File: config.mk
export PLATFORM = sky130hd
export DESIGN_NAME = pc_sequencer
export DESIGN_NICKNAME = d
export VERILOG_FILES = /design/src/rtl/pc_seq_pkg.sv /design/src/rtl/pc_sequencer_lut.sv /design/src/rtl/pc_sequencer.sv
export SDC_FILE = /design/constraint.sdc
export NUM_CORES = 1
export LEC_CHECK = 0
export BUFFER_PORTS_ARGS = -buffer_cell sky130_fd_sc_hd__clkbuf_2
export CAP_MARGIN = 15
export CORE_MARGIN = 2
export CORE_UTILIZATION = 47
export DETAILED_ROUTE_END_ITERATION = 8
export PLACE_DENSITY = 0.68
export SYNTH_ARGS = -nofsm -noshare
export SYNTH_HDL_FRONTEND = slang
export SYNTH_SLANG_ARGS = --single-unit
File: constraint.sdc
create_clock -name Clk -period 3.1 [get_ports Clk]
set_clock_uncertainty 0.15 [all_clocks]
set_input_delay 0.465 -clock Clk [delete_from_list [all_inputs] [get_ports Clk]]
set_output_delay 0.465 -clock Clk [all_outputs]
set_load 0.01 [all_outputs]
File: src/rtl/pc_seq_pkg.sv
// Shared types and default widths for the fetch-stage PC sequencer.
package pc_seq_pkg;

  typedef enum logic [1:0] {
    IDLE = 2'd0,
    RUN  = 2'd1,
    HALT = 2'd2
  } seq_state_t;

  localparam int DEFAULT_D  = 12;
  localparam int DEFAULT_CW = 16;
  localparam int LUT_IDX_W  = 3;

endpackage

File: src/rtl/pc_sequencer_lut.sv
// Branch-offset LUT: maps a 3-bit index to a D-bit two's-complement PC offset.
module PC_LUT
  import pc_seq_pkg::*;
#(
  parameter int D = DEFAULT_D
) (
  input  logic [LUT_IDX_W-1:0] how_high,
  output logic [D-1:0]         offset
);

  int offset_val;

  // Select the signed offset, then truncate to the PC width so adds wrap mod 2**D.
  always_comb begin
    offset_val = 0;
    case (how_high)
      3'd0: offset_val = 2;
      3'd1: offset_val = -19;
      3'd2: offset_val = 22;
      3'd3: offset_val = -26;
      3'd4: offset_val = 130;
      3'd5: offset_val = -132;
      3'd6: offset_val = 162;
      3'd7: offset_val = -168;
      default: offset_val = 0;
    endcase
    offset = D'(offset_val);
  end

endmodule

File: src/rtl/pc_sequencer.sv
// Fetch-stage program-counter sequencer with stall/branch/halt handling and
// saturating run-cycle and taken-branch counters.
module pc_sequencer
  import pc_seq_pkg::*;
#(
  parameter int           D        = DEFAULT_D,
  parameter logic [D-1:0] START_PC = '0,
  parameter int           CW       = DEFAULT_CW
) (
  input  logic                 Clk,
  input  logic                 Reset,
  input  logic                 start,
  input  logic                 stall,
  input  logic                 branch_en,
  input  logic [LUT_IDX_W-1:0] how_high,
  input  logic                 halt_req,
  output logic [D-1:0]         pc,
  output logic                 fetch_en,
  output logic                 done,
  output logic [CW-1:0]        cycle_cnt,
  output logic [CW-1:0]        branch_cnt
);

  seq_state_t   state;
  logic [D-1:0] offset;
  logic [D-1:0] pc_next;
  logic         branch_taken;

  PC_LUT #(.D(D)) u_lut (
    .how_high (how_high),
    .offset   (offset)
  );

  // A stall outranks a branch, so a branch only counts when the PC is allowed to move.
  assign branch_taken = branch_en && !stall;

  // Next PC while running: hold on stall, relative jump on branch, otherwise step by one.
  always_comb begin
    pc_next = pc;
    if (stall)
      pc_next = pc;
    else if (branch_en)
      pc_next = pc + offset;
    else
      pc_next = pc + 1'b1;
  end

  // Status flags come straight from the state register, so no input reaches them combinationally.
  assign fetch_en = (state == RUN);
  assign done     = (state == HALT);

  // Sequencer state, PC and the two saturating counters.
  always_ff @(posedge Clk) begin
    if (Reset) begin
      state      <= IDLE;
      pc         <= START_PC;
      cycle_cnt  <= '0;
      branch_cnt <= '0;
    end else begin
      case (state)
        IDLE: begin
          pc <= START_PC;
          if (start) begin
            state      <= RUN;
            cycle_cnt  <= '0;
            branch_cnt <= '0;
          end
        end
        RUN: begin
          if (cycle_cnt != '1)
            cycle_cnt <= cycle_cnt + 1'b1;
          if (halt_req) begin
            state <= HALT;
          end else begin
            pc <= pc_next;
            if (branch_taken && (branch_cnt != '1))
              branch_cnt <= branch_cnt + 1'b1;
          end
        end
        HALT: begin
          if (start) begin
            state      <= RUN;
            pc         <= START_PC;
            cycle_cnt  <= '0;
            branch_cnt <= '0;
          end
        end
        default: begin
          state <= IDLE;
          pc    <= START_PC;
        end
      endcase
    end
  end

endmodule

# Word level (Yosys, flattened, before mapping)
# Memories as Yosys holds them, arrays and structs flattened.
# Cells that the tools add are included.
# word_totals
regBits	46
latchBits	0
ramBits	0
rom_bits	256
in_bits	9
output_inout_bits	46
elab_cells	44
n_memories	1
# mem_list
name	words	word_bits	read_ports	rd_ports_with_merged_regs	wr	line_no	text
(name not given)	8	32	1	0	0	pc_sequencer_lut.sv:16	case (how_high)
# op_classes
add_sub_neg	4
mul	0
div	0
magnitude_cmp	0
n_eq_ne	11
shift	0
mux	14
bitwise	0
n_reduce_logical	10
# ops
op	count
$mux 16	4
$pmux 16 s2	2
$mux 12	4
$add 16x1->16 const B	2
$ne 16x16->1 const B	2
$pmux 12 s2	1
$add 12x1->12 const B	1
$add 12x12->12	1
$ne 2x2->1 const B	4
$ne 2x1->1 const B	3
$reduce_and 3->1	2
$mux 2	2
$pmux 2 s2	1
$reduce_and 4->1	1
$eq 2x1->1 const B	1
$eq 2x2->1 const B	1
$logic_and 1x1->1	2
$logic_not 2->1	1
$reduce_and 2->1	1
$reduce_bool 2->1	1
$reduce_or 2->1	1
$logic_not 1->1	1

# Longest topological paths before layout
# depth
depth_word	6
depth_mapped	12
depth_no_buf	12

# Hierarchy
# From an unflattened synthesis, not the netlist that was laid out.
# hier_totals
cells_unflattened	367
area_unflattened_um2	2910.3
# modules_own_cells
mod	n_inst	cells_per_inst	area_each_um2	seq_area_each_um2
pc_sequencer	1	345	2747.6	920.9
PC_LUT	1	22	162.7	0.0

# Least setup slack after synthesis
# No wires, ideal clock.
# synth_timing
path_type	input to register
start	input how_high[2]
end	register pc[10]
setup_time_ns	0.117
t_arrival_ns	2.602
required_time_ns	2.833
setup_slack_ns	0.231
path_stages	11
n_path_buf	1
cell_sequence	clkbuf_1 -> nand2b_1 -> nand2_1 -> ha_1 -> fa_1 -> a21o_1 -> a21oi_1 -> o211ai_1 -> a311oi_1 -> xnor2_1 -> a22o_1
# synth_between
elab_chain_cells	6
# synth_rtl
item	line_no	text
start: declaration	pc_sequencer.sv:15	input logic [LUT_IDX_W-1:0] how_high,
$mem_v2 8x32	-	
$add 12x12->12	pc_sequencer.sv:43	pc_next = pc + offset;
$mux 12	pc_sequencer.sv:42	else if (branch_en)
$mux 12	pc_sequencer.sv:40	if (stall)
$mux 12	pc_sequencer.sv:72	if (halt_req) begin
$pmux 12 s2	pc_sequencer.sv:60	case (state)
end signal: assignment	pc_sequencer.sv:75	pc <= pc_next;
end: declaration	pc_sequencer.sv:17	output logic [D-1:0] pc,
# Every way passes these cells. The select of a mux whose other input is x is not followed.
# A chain may end at the register's enable or synchronous reset.

# Final worst setup path
# layout_timing
start	input how_high[1]
end	register pc[10]
# Same word-level chain as after synthesis.

==> flow_summary.yaml <==
clocking:
  insertion_delay_ns: 0.29
  ctsLongestPathBuffers: 2
  postCtsSetupBuffers: 0
  htreeDepth: 2
  cts_resized: 0
  clkTransAtPathRegs_ns: 0.08
  root_buffer: "clkbuf_8"
  numClockSinks: 46
  cts_tree: "built"
  numCtsBuffers: 5
  ctsHoldBuffers: 0
critical_path:
  crit_family: "compound AO/OA/AOI/OAI gates"
  critical_path.max_stage_delay_ns: 0.41
  required_ns: 3.14
  start_kind: "input pin"
  regToRegSetupSlack_ns: 0.58
  reg2reg_depth: 8
  critPathLaunch: "how_high[1]"
  regToRegEndpoint: "pc[10]$_SDFFE_PP0P_"
  cp.depth: 13
  cp_slowest_cell: "fa_1"
  critical_path.max_fanout: 4
  worstPathArrival_ns: 2.87
  crit_type: "in2reg"
  end_kind: "flip-flop"
  cp_num_buf_inv: 2
  worstPathCellList: "clkbuf_2 > inv_1 > ha_1 > nand2b_1 > nand2_1 > ha_1 > fa_1 > a21o_1 > a21oi_1 > o211ai_1 > a311oi_1 > xnor2_1 > a22o_1"
  reg2reg_from: "pc[0]$_SDFFE_PP0P_"
  cp-endpoint: "pc[10]$_SDFFE_PP0P_"
  critPathMostFrequentCell: "ha_1"
yosys:
  seq_area_frac_synth: 0.324
  ys.flop_type: "dfxtp_1"
  synth-async-reset-ratio: 0
  synth_area_leader_cell: "dfxtp_1"
  synth.ff_latch_count: 46
  syn-cell-area_um2: 2850
  netlist_instances: 360
  synthTopCellsByArea: "dfxtp_1, ha_1, nand2_1"
  synth.top_cell.area_share: 0.324
  yosysWarnings: 0
  synth_edf_count: 0
  synthDistinctLibCells: 57
  synth_area_per_cell_um2: 7.91
  syn-num-nets: 386
layout:
  mostFrequentLayoutCells: "clkbuf_2, dfxtp_1, nand2_1"
  fin_area_um2: 3310
  drive_above_1_share: 0.186
  diodes: 0
  utilization: 0.562
  layout.area.seq_um2: 921
  multi_input_comb_area_um2: 1830
  final.fill_count: 590
  stdcell_count: 489
  fin_nets: 440
  layout_commonest_cell: "clkbuf_2"
  area_delta_synth_final_pct: 16.1
route:
  dr.pass1.iters: 4
  wl_mm: 6.43
  drt_iter0_markers: 184
  via_count: 2657
  route.detailed.drc: 0
  ant_nets: 0
  wl_per_cell_um: 13.2
  routed_via_density: 5.43
grt:
  grt_usage: 0.202
  overflow: 0
  grt_pass1_vias: 2377
  grt_max_degree: 20
  antenna_found_initial: 0
  grt_pass1_wl_mm: 10.8
min_path:
  hold_path_depth: 3
  hold_class: "in2reg"
timing:
  setup_viol_count_final: 0
  maxSlewHeadroom: 0.354
  period_share: 0.916
  rsz0062_at_grt: "no"
  setup_tns_ns: 0
  finalHoldViolCount: 0
  slew_viol_final: 0
  whs_ns: 0.317
  fmax_mhz: 352
  setup_ws_ns: 0.261
  min_period_ns: 2.84
  worst_pin_slew_ns: 0.963
floorplanning:
  core_area_um2: 5890
  start_util: 0.484
  num_rows: 28
  die_w_um: 81.8
  die_h_um: 81.8
  dieArea_um2: 6690
  ioPinCount: 55
placement:
  hpwl_mm: 4.76
  dp.cells: 482
  placed_cell_area_um2: 3190
  gp_congestion: 0.872
  io_buffers: 54
  place_ws_ns: -0.0405
power_and_ir_drop:
  p_total_mw: 1.19
  irDropWorstVdd_uv: 177
  leakagePower_nw: 1.41
  power_density_nw_per_um2: 360
run:
  max_cap_viol_count: 0
outcome:
  status: "completed"
-- Yosys cell counts, types with 2 or more instances --
library cell / instances
dfxtp_1: 46
nand2_1: 42
nor2_1: 41
a21oi_1: 26
ha_1: 16
nor3_1: 14
o21ai_1: 14
xor2_1: 14
nand3_1: 13
clkbuf_1: 10
nor2b_1: 10
and2_1: 9
o21ai_0: 8
and3_1: 7
nand2b_1: 7
nand4_1: 6
xnor2_1: 6
a22oi_1: 5
inv_1: 5
o211ai_1: 4
or3_1: 4
a21boi_0: 3
a21o_1: 3
nor4_1: 3
o21a_1: 3
a21oi_2: 2
a22o_1: 2
and4_1: 2
buf_2: 2
buf_6: 2
nor4_2: 2
o2111ai_1: 2
o211a_1: 2
or4_1: 2
-- cells by family (layout without fill, tap and decap cells) --
| logic type | after synthesis | in the layout | synth area share |
|---|---|---|---|
| xor+xnor | 20 | 20 | 0.0615 |
| buf+inv | 21 | 75 | 0.0352 |
| compound gates | 87 | 87 | 0.197 |
| simple gates | 169 | 169 | 0.305 |
| flops | 46 | 46 | 0.324 |
| fa+ha+maj | 17 | 17 | 0.0774 |
-- how the worst min path moves through the flow --
stage / from / to / slack (ns)
6_report: halt_req / state[1]$_SDFFE_PP0P_ / 0.32
2_1_floorplan: branch_cnt[12]$_SDFFE_PP0P_ / branch_cnt[12]$_SDFFE_PP0P_ / 0.37
4_1_cts: halt_req / state[1]$_SDFFE_PP0P_ / 0.31
5_1_grt: halt_req / state[1]$_SDFFE_PP0P_ / 0.33
3_3_place_gp: cycle_cnt[9]$_SDFFE_PP0P_ / cycle_cnt[9]$_SDFFE_PP0P_ / 0.35
3_5_place_dp: pc[9]$_SDFFE_PP0P_ / pc[9]$_SDFFE_PP0P_ / 0.35
-- final cells by class --
| type | instances | area share |
|---|---|---|
| multi-input cells | 293 | 0.552 |
| clock buffers | 6 | 0.0250 |
| well taps | 75 | 0.0284 |
| inverters | 6 | 0.00681 |
| clock inverters | 1 | 0.00908 |
| flip-flops and latches | 46 | 0.279 |
| repair buffers | 62 | 0.0999 |
-- sequential cells by signal, indices dropped and copies added, names as in the netlist --
signal	count
cycle_cnt	16
branch_cnt	16
pc	12
state	2
-- per-layer routing --
layer / up-vias / routed length, um / track usage
li1: 1392 / - / -
met1: 1212 / 3190 / 0.274
met2: 48 / 2970 / 0.334
met3: 5 / 212 / 0.0374
met4: 0 / 55 / 0.0450
met5: - / 0 / 0
-- worst reg2reg max path: stages (launching register included) --
cell	delay [ns]
dfxtp_1	0.33
ha_1	0.23
fa_1	0.41
a21o_1	0.17
a21oi_1	0.26
o211ai_1	0.19
a311oi_1	0.37
xnor2_1	0.11
a22o_1	0.20
-- report_power, final --
group / internal (mW) / total [mW] / switching (mW)
clock: 0.258 / 0.451 / 0.193
combinational: 0.0502 / 0.138 / 0.0880
sequential: 0.596 / 0.602 / 0.00632
total: 0.904 / 1.19 / 0.288
Power figures use the tool's default switching activity.
